==> config.mk <==
export PLATFORM = sky130hd
export DESIGN_NAME = pipeline_skid_stage_flat
export DESIGN_NICKNAME = d
export VERILOG_FILES = /design/src/rtl/pipeline_pkg.sv /design/src/rtl/pipeline_skid_stage_if.sv /design/src/rtl/en_reg.sv /design/src/rtl/pipeline_skid_stage.sv /design/src/flat_wrapper.sv
export SDC_FILE = /design/constraint.sdc
export NUM_CORES = 1
export LEC_CHECK = 0
export ABC_AREA = 1
export BUFFER_PORTS_ARGS = -buffer_cell sky130_fd_sc_hd__buf_2
export CORE_ASPECT_RATIO = 1.2
export CORE_UTILIZATION = 53
export DETAILED_ROUTE_END_ITERATION = 12
export GPL_ROUTABILITY_DRIVEN = 0
export GPL_TIMING_DRIVEN = 0
export HOLD_SLACK_MARGIN = 0.06
export PLACE_DENSITY = 0.78
export SETUP_SLACK_MARGIN = 0.1
export SYNTH_ARGS = -nofsm -noshare
export SYNTH_HDL_FRONTEND = slang
export SYNTH_SLANG_ARGS = --single-unit
==> constraint.sdc <==
create_clock -name clk -period 1.42 [get_ports clk]
set_input_delay 0.213 -clock clk [delete_from_list [all_inputs] [get_ports clk]]
set_output_delay 0.213 -clock clk [all_outputs]
set_load 0.02 [all_outputs]
==> src/rtl/pipeline_pkg.sv <==
// rtl/pipeline_pkg.sv - shared types and constants for the pipeline stages
package pipeline_pkg;

  typedef enum logic [1:0] {
    EMPTY = 2'd0,
    BUSY  = 2'd1,
    FULL  = 2'd2
  } skid_state_e;

  localparam int SKID_DEPTH      = 2;
  localparam int OCC_W           = $clog2(SKID_DEPTH + 1);
  // Payload width shared with pipeline_flops so the two stages line up.
  localparam int PIPE_DATA_WIDTH = 16;

endpackage

==> src/rtl/pipeline_skid_stage_if.sv <==
// rtl/pipeline_skid_stage_if.sv - valid/ready/data stream bundle
interface pipeline_skid_stage_if #(
  parameter int DATA_WIDTH = pipeline_pkg::PIPE_DATA_WIDTH
);
  logic                  valid;
  logic                  ready;
  logic [DATA_WIDTH-1:0] data;

  modport master (output valid, output data, input ready);
  modport slave  (input valid, input data, output ready);
endinterface

==> src/rtl/en_reg.sv <==
// rtl/en_reg.sv - enable flop with synchronous active-high clear
module en_reg #(
  parameter int WIDTH = 16
) (
  input  logic             clk,
  input  logic             rst,
  input  logic             en,
  input  logic [WIDTH-1:0] d,
  output logic [WIDTH-1:0] q
);

  always_ff @(posedge clk) begin
    if (rst) begin
      q <= '0;
    end else if (en) begin
      q <= d;
    end
  end

endmodule

==> src/rtl/pipeline_skid_stage.sv <==
// rtl/pipeline_skid_stage.sv - two-entry elastic stage with registered handshake outputs
module pipeline_skid_stage
  import pipeline_pkg::*;
#(
  parameter int DATA_WIDTH = PIPE_DATA_WIDTH
) (
  input  logic                  clk,
  input  logic                  rst,
  input  logic                  flush,
  pipeline_skid_stage_if.slave  s,
  pipeline_skid_stage_if.master m,
  output logic [OCC_W-1:0]      occupancy
);

  skid_state_e           state;
  logic                  s_ready_q;
  logic                  m_valid_q;
  logic [OCC_W-1:0]      occ_q;
  logic                  accept;
  logic                  pop;
  logic                  main_en;
  logic                  skid_en;
  logic [DATA_WIDTH-1:0] main_d;
  logic [DATA_WIDTH-1:0] main_q;
  logic [DATA_WIDTH-1:0] skid_q;

  assign accept = s.valid && s_ready_q;
  assign pop    = m_valid_q && m.ready;

  // A flush still lets the pop complete but must not load the word accepted alongside it.
  always_comb begin
    main_en = 1'b0;
    skid_en = 1'b0;
    main_d  = s.data;
    if (!flush) begin
      case (state)
        EMPTY: main_en = accept;
        BUSY: begin
          if (accept && pop) begin
            main_en = 1'b1;
          end else if (accept) begin
            skid_en = 1'b1;
          end
        end
        FULL: begin
          if (pop) begin
            main_en = 1'b1;
            main_d  = skid_q;
          end
        end
        default: ;
      endcase
    end
  end

  en_reg #(.WIDTH(DATA_WIDTH)) u_main (
    .clk (clk),
    .rst (rst),
    .en  (main_en),
    .d   (main_d),
    .q   (main_q)
  );

  en_reg #(.WIDTH(DATA_WIDTH)) u_skid (
    .clk (clk),
    .rst (rst),
    .en  (skid_en),
    .d   (s.data),
    .q   (skid_q)
  );

  always_ff @(posedge clk) begin
    if (rst) begin
      state     <= EMPTY;
      s_ready_q <= 1'b0;
      m_valid_q <= 1'b0;
      occ_q     <= '0;
    end else if (flush) begin
      state     <= EMPTY;
      s_ready_q <= 1'b1;
      m_valid_q <= 1'b0;
      occ_q     <= '0;
    end else begin
      case (state)
        EMPTY: begin
          s_ready_q <= 1'b1;
          if (accept) begin
            state     <= BUSY;
            m_valid_q <= 1'b1;
            occ_q     <= OCC_W'(1);
          end
        end
        BUSY: begin
          if (accept && !pop) begin
            state     <= FULL;
            s_ready_q <= 1'b0;
            occ_q     <= OCC_W'(2);
          end else if (pop && !accept) begin
            state     <= EMPTY;
            m_valid_q <= 1'b0;
            occ_q     <= '0;
          end
        end
        FULL: begin
          if (pop) begin
            state     <= BUSY;
            s_ready_q <= 1'b1;
            occ_q     <= OCC_W'(1);
          end
        end
        default: begin
          state     <= EMPTY;
          s_ready_q <= 1'b1;
          m_valid_q <= 1'b0;
          occ_q     <= '0;
        end
      endcase
    end
  end

  assign s.ready   = s_ready_q;
  assign m.valid   = m_valid_q;
  assign m.data    = main_q;
  assign occupancy = occ_q;

endmodule

==> src/flat_wrapper.sv <==
// flat-port wrapper written by rule: the top's interface ports become plain ports
module pipeline_skid_stage_flat import pipeline_pkg::*;
#(
  parameter int DATA_WIDTH = PIPE_DATA_WIDTH
)
  (clk, rst, flush, occupancy, s_valid, s_data, s_ready, m_valid, m_data, m_ready);
  pipeline_skid_stage_if #(.DATA_WIDTH(DATA_WIDTH)) s_i ();
  pipeline_skid_stage_if #(.DATA_WIDTH(DATA_WIDTH)) m_i ();
  input  logic clk;
  input  logic rst;
  input  logic flush;
  output logic [OCC_W-1:0] occupancy;
  input wire logic [$bits(s_i.valid)-1:0] s_valid;
  input wire logic [$bits(s_i.data)-1:0] s_data;
  output wire logic [$bits(s_i.ready)-1:0] s_ready;
  output wire logic [$bits(m_i.valid)-1:0] m_valid;
  output wire logic [$bits(m_i.data)-1:0] m_data;
  input wire logic [$bits(m_i.ready)-1:0] m_ready;
  assign s_i.valid = s_valid;
  assign s_i.data = s_data;
  assign s_ready = s_i.ready;
  assign m_valid = m_i.valid;
  assign m_data = m_i.data;
  assign m_i.ready = m_ready;
  pipeline_skid_stage #(.DATA_WIDTH(DATA_WIDTH)) u_core (.clk(clk), .rst(rst), .flush(flush), .s(s_i), .m(m_i), .occupancy(occupancy));
endmodule
# Word-level counts from Yosys, hierarchy flattened
# Cells that the tools add are included.
# Widths: inputs -> output; s select.
totals:
  reg_bits: 36
  latch_bits: 0
  ramBits: 0
  mem_bits_ro: 0
  in_bits: 21
  out_inout_bits: 20
  word_cells: 51
  memories: 0
op_classes:
  addsub: 0
  n_mul: 0
  div_mod_pow: 0
  n_lt_le_gt_ge: 0
  n_eq_ne: 9
  shift: 0
  n_mux: 24
  n_bitwise: 1
  reduce_logical: 12
op_table:
  columns: ["op", "n"]
  rows:
  - ["$mux 16", 3]
  - ["$mux 1", 13]
  - ["$mux 2", 4]
  - ["$ne 2x1->1 const B", 3]
  - ["$ne 3x2->1 const B", 2]
  - ["$pmux 1 s3", 2]
  - ["$pmux 2 s3", 1]
  - ["$logic_and 1x1->1", 5]
  - ["$reduce_and 4->1", 1]
  - ["$ne 3x1->1 const B", 1]
  - ["$reduce_and 3->1", 1]
  - ["$eq 2x1->1 const B", 1]
  - ["$eq 2x2->1 const B", 1]
  - ["$logic_not 1->1", 2]
  - ["$logic_not 2->1", 1]
  - ["$ne 2x2->1 const B", 1]
  - ["$pmux 1 s2", 1]
  - ["$reduce_and 2->1", 1]
  - ["$reduce_or 2->1", 1]
  - ["$not 1->1", 1]

# Longest topological paths before layout
logic_depth:
  ltp_word: 6
  depth_mapped: 9

# Hierarchy
# From an unflattened synthesis, not the netlist that was laid out.
unflattened:
  cells_unflattened: 303
  area_unflattened_um2: 1935.6
by_module_without_submodules:
  columns: ["mod", "n_inst", "cells_each", "area_each_um2", "seq_area_each_um2"]
  rows:
  - ["en_reg", 2, 101, 670.6, 320.3]
  - ["pipeline_skid_stage", 1, 101, 594.3, 80.1]

# Worst setup path before layout
# Ideal clock, no wire load.
synth_path:
  path_type: "reg2reg"
  startpoint: "register, netlist name u_core.occupancy[1]"
  endpoint: "register u_core.u_main.q[11]"
  setup_time_ns: 0.110
  arrival_ns: 1.254
  required_ns: 1.310
  setup_slack_ns: 0.055
  path_stages_with_launch: 9
  n_path_buf: 1
  synth_period_minus_slack_ns: 1.365
  cell_sequence: "dfxtp_1 > nand2_1 > nor2_2 > nand2_2 > buf_6 > nand2_1 > nand2_4 > nor2_4 > nor2_2"
synth_rtl:
  columns: ["element", "line", "text"]
  rows:
  - ["end signal: assignment", "en_reg.sv:14", "q <= '0;"]
  - ["end signal: assignment", "en_reg.sv:16", "q <= d;"]
  - ["end: declaration", "en_reg.sv:9", "output logic [WIDTH-1:0] q"]

==> summary.md <==
| Metric | Value |
|---|---|
| Result of the run | finished, final reports clean |
| Chip width | 55.9 um |
| Cell accounting for the most synthesized area | sky130_fd_sc_hd__dfxtp_1 |
| Slew at the pin with the worst max-slew slack | 0.423 ns |
| Non-Filler Instances | 370 |
| Clock network fraction of design power | 34.9% |
| Count of warnings emitted by yosys | 0 |
| Area grow syn2layout | 25.4% |
| Hold Crit Class | in -> reg |
| Number of placement rows | 23 |
| Initial standard-cell utilization of the core | 55.3% |
| Category of the worst setup path capture point | flip-flop |
| Depth of the worst hold-timing path | 2 |
| Post-synthesis instance area | 1850 um2 |
| Skew-Pair Late Insertion Delay | 0.30 ns |
| Vias/cell | 4.53 |
| Drt first-iter violations | 75 |
| Total track usage | 19.7% |
| Wire length of the first global-routing pass | 5670 um |
| Final number of hold-violating endpoints | 0 |
| FF-to-FF path depth | 8 |
| Total vias in the final route | 1676 |
| Startpoint type of the worst setup path | flip-flop |
| Clock tree root buffer cell | sky130_fd_sc_hd__clkbuf_8 |
| Antenna violations before repair | 0 |
| Leftover overflow at the end of global routing | 0 |
| Met3 Routed Length | 140 um |
| Total I/O pin count | 41 |
| Die area | 3720 um2 |
| Achievable Freq | 0.763 GHz |
| Main area contributors after synthesis | sky130_fd_sc_hd__dfxtp_1 39%, sky130_fd_sc_hd__nor2_1 15%, sky130_fd_sc_hd__nand2_1 13% |
| Total length of routed wires | 3580 um |
| Remaining antenna violation count | 0 |
| Sequential group share of total power | 51.0% |
| Uppermost routed layer | met4 |
| Mean Syn Cell Area | 6.59 um2 |
| CTS tree | done |
| Count of max-cap constraint violations | 0 |
| # fillers | 298 |
| Shortest clock period the worst path allows after layout | 1.31 ns |
| Max FO, Critical Path | 7 |
| Number of placed cells counting well taps | 357 |
| Power per standard cell area | 895 nW/um2 |
| Yosys cell types | 22 |
| Vias in the first global route | 1392 |
| Core area | 3340 um2 |
| Post-route met1 wirelength | 1560 um |
| Share of Yosys cell area claimed by the top area cell type | 39.1% |
| Switching power | 0.000574 W |
| Most frequent cells in the layout | 74 x sky130_fd_sc_hd__nor2_1, 61 x sky130_fd_sc_hd__nand2_1, 41 x sky130_fd_sc_hd__buf_2 |
| Clock-pin slew of the registers on the worst-case setup and hold paths | 0.07 ns |
| Final count of negative-setup-slack endpoints | 0 |
| Slew Viols, Final | 0 |
| Combinational share of power | 14.2% |
| Number of buffers inserted during clock tree synthesis | 5 |
| Arrival time reported for the critical path endpoint | 1.50 ns |
| Pin count of the biggest net entering global routing | 13 |
| Drt pass-1 iters | 4 |
| Req. time, crit path | 1.61 ns |
| Flops & latches, synth | 36 |
| Wire length on met2 | 1790 um |
| Routed WL per cell | 9.67 um |
| Layout Nets | 353 |
| Leakage component of the power | 1.11 nW |
| N_diodes | 0 |
| Post-synth net total | 301 |
| Clock sink count | 36 |
| Setup repair after global routing missed its margin | yes |
| Clock Skews | 0.00558 ns |
| Final Core Density | 69.3% |
| Proportion of total power due to net switching | 27.7% |
| Port Buffer Count | 40 |
| Half-perimeter wire length after placement | 2480 um |
| Sequential element share of the synthesized area | 39.1% |
| H-tree depth | 2 |
| Worst-case headroom to the max-slew limit | 71.8% |
| Internal power summed over all cells | 0.00150 W |
| Worst-case clock buffer depth | 2 |
| Share of final-layout standard cells stronger than drive strength 1 | 30.9% |
| Die Ht | 66.6 um |
| Final worst hold slack | 0.0770 ns |
| Commonest non-fill, non-tap cell in the layout | sky130_fd_sc_hd__nor2_1 |
| Worst setup path class | reg -> reg |
| Mapped Cells | 280 |
| Remaining design rule violation count | 0 |
| Worst vdd ir | 0.790 mV |
| Final TNS setup | 0 ns |
| Share of the cycle needed by the critical path after routing | 92.3% |
cell usage after synthesis, drive strengths merged:
cell type / n
inv: 38
clkinv: 1
nand3: 4
nor2: 90
clkbuf: 3
o21ai: 19
nand2: 77
buf: 7
a21oi: 5
dfxtp: 36
metal layers:
| metal | global-route usage (%) | vias up |
|---|---|---|
| met5 | 0 | - |
| met4 | 10.7 | 0 |
| met2 | 34.9 | 38 |
| met3 | 4.08 | 9 |
| met1 | 22.2 | 699 |
| li1 | - | 930 |
worst max-delay path, stage by stage (launching register included):
cell and delay (ns):
sky130_fd_sc_hd__dfxtp_4 0.40, sky130_fd_sc_hd__inv_4 0.06, sky130_fd_sc_hd__nor2_4 0.11, sky130_fd_sc_hd__nor2_2 0.06, sky130_fd_sc_hd__nor2_4 0.22, sky130_fd_sc_hd__clkbuf_16 0.20
sky130_fd_sc_hd__nand2_2 0.04, sky130_fd_sc_hd__nor2_1 0.08, sky130_fd_sc_hd__nor2_1 0.04
flip-flops by register name, summed over array words and instances, names as in the netlist:
| register | flops |
|---|---|
| u_core.s.ready | 1 |
| u_core.m.valid | 1 |
| u_core.occupancy | 2 |
| u_core.u_main.q | 16 |
| u_core.u_skid.q | 16 |
power by group through the flow:
| stage | sequential [W] | clock, W | combinational [W] |
|---|---|---|---|
| after global routing | 0.00106 | 0.000782 | 0.000324 |
| after floorplan | 0.00112 | 0 | 0.000148 |
| after detailed placement | 0.00108 | 0 | 0.000271 |
| after global placement | 0.00108 | 0 | 0.000269 |
| after CTS | 0.00106 | 0.000735 | 0.000278 |
| final | 0.00106 | 0.000723 | 0.000293 |
through the flow:
step	worst slack (ns)	cell area (um2)	total power, W
final	0.109	2310	0.00207
after global routing	0.0396	2310	0.00217
after CTS	0.0920	2210	0.00207
after detailed placement	0.0762	2100	0.00135
after global placement	0.104	2100	0.00135
after floorplan	0.174	1850	0.00127
cell families (layout without fill, tap and decap cells):
kind of cell / count (synthesis) / count (layout) / share of synthesized area [%]
flops: 36 / 36 / 39.1
buf+inv: 49 / 102 / 13.3
simple gates: 171 / 171 / 41.2
compound gates: 24 / 24 / 6.51
worst paths after layout:
kind / end / startpoint / slack, ns
max: u_core.u_main.q[14] / u_core.occupancy[1] / 0.11
min: u_core.s.ready / rst / 0.08
max reg2reg: u_core.u_main.q[14] / u_core.occupancy[1] / 0.11
min reg2reg: u_core.u_skid.q[3] / u_core.u_skid.q[3] / 0.49
what timing repair did:
| item | 4_1_cts | 5_1_grt |
|---|---|---|
| setup endpoints to repair | 11 | 26 |
| hold endpoints to repair | 0 | 0 |
| pin swaps | 1 | 3 |
| hold buffers | 0 | 0 |
| buffers inserted | 1 | 3 |
| cloned | 0 | 1 |
| gates resized for setup | 1 | 19 |
layout make-up:
cell class                 instances  area (um2)  share of cell area [%]
multi-input combinational        195         920                    39.7
sequential                        36         733                    31.7
timing repair buffer              45         268                    11.6
inverter                          39         156                    6.76
buffer                            10         104                    4.49
clock buffer                       5        68.8                    2.97
tap                               37        46.3                    2.00
clock inverter                     3        18.8                   0.811
Note: power is estimated with default switching activity, not from simulation.
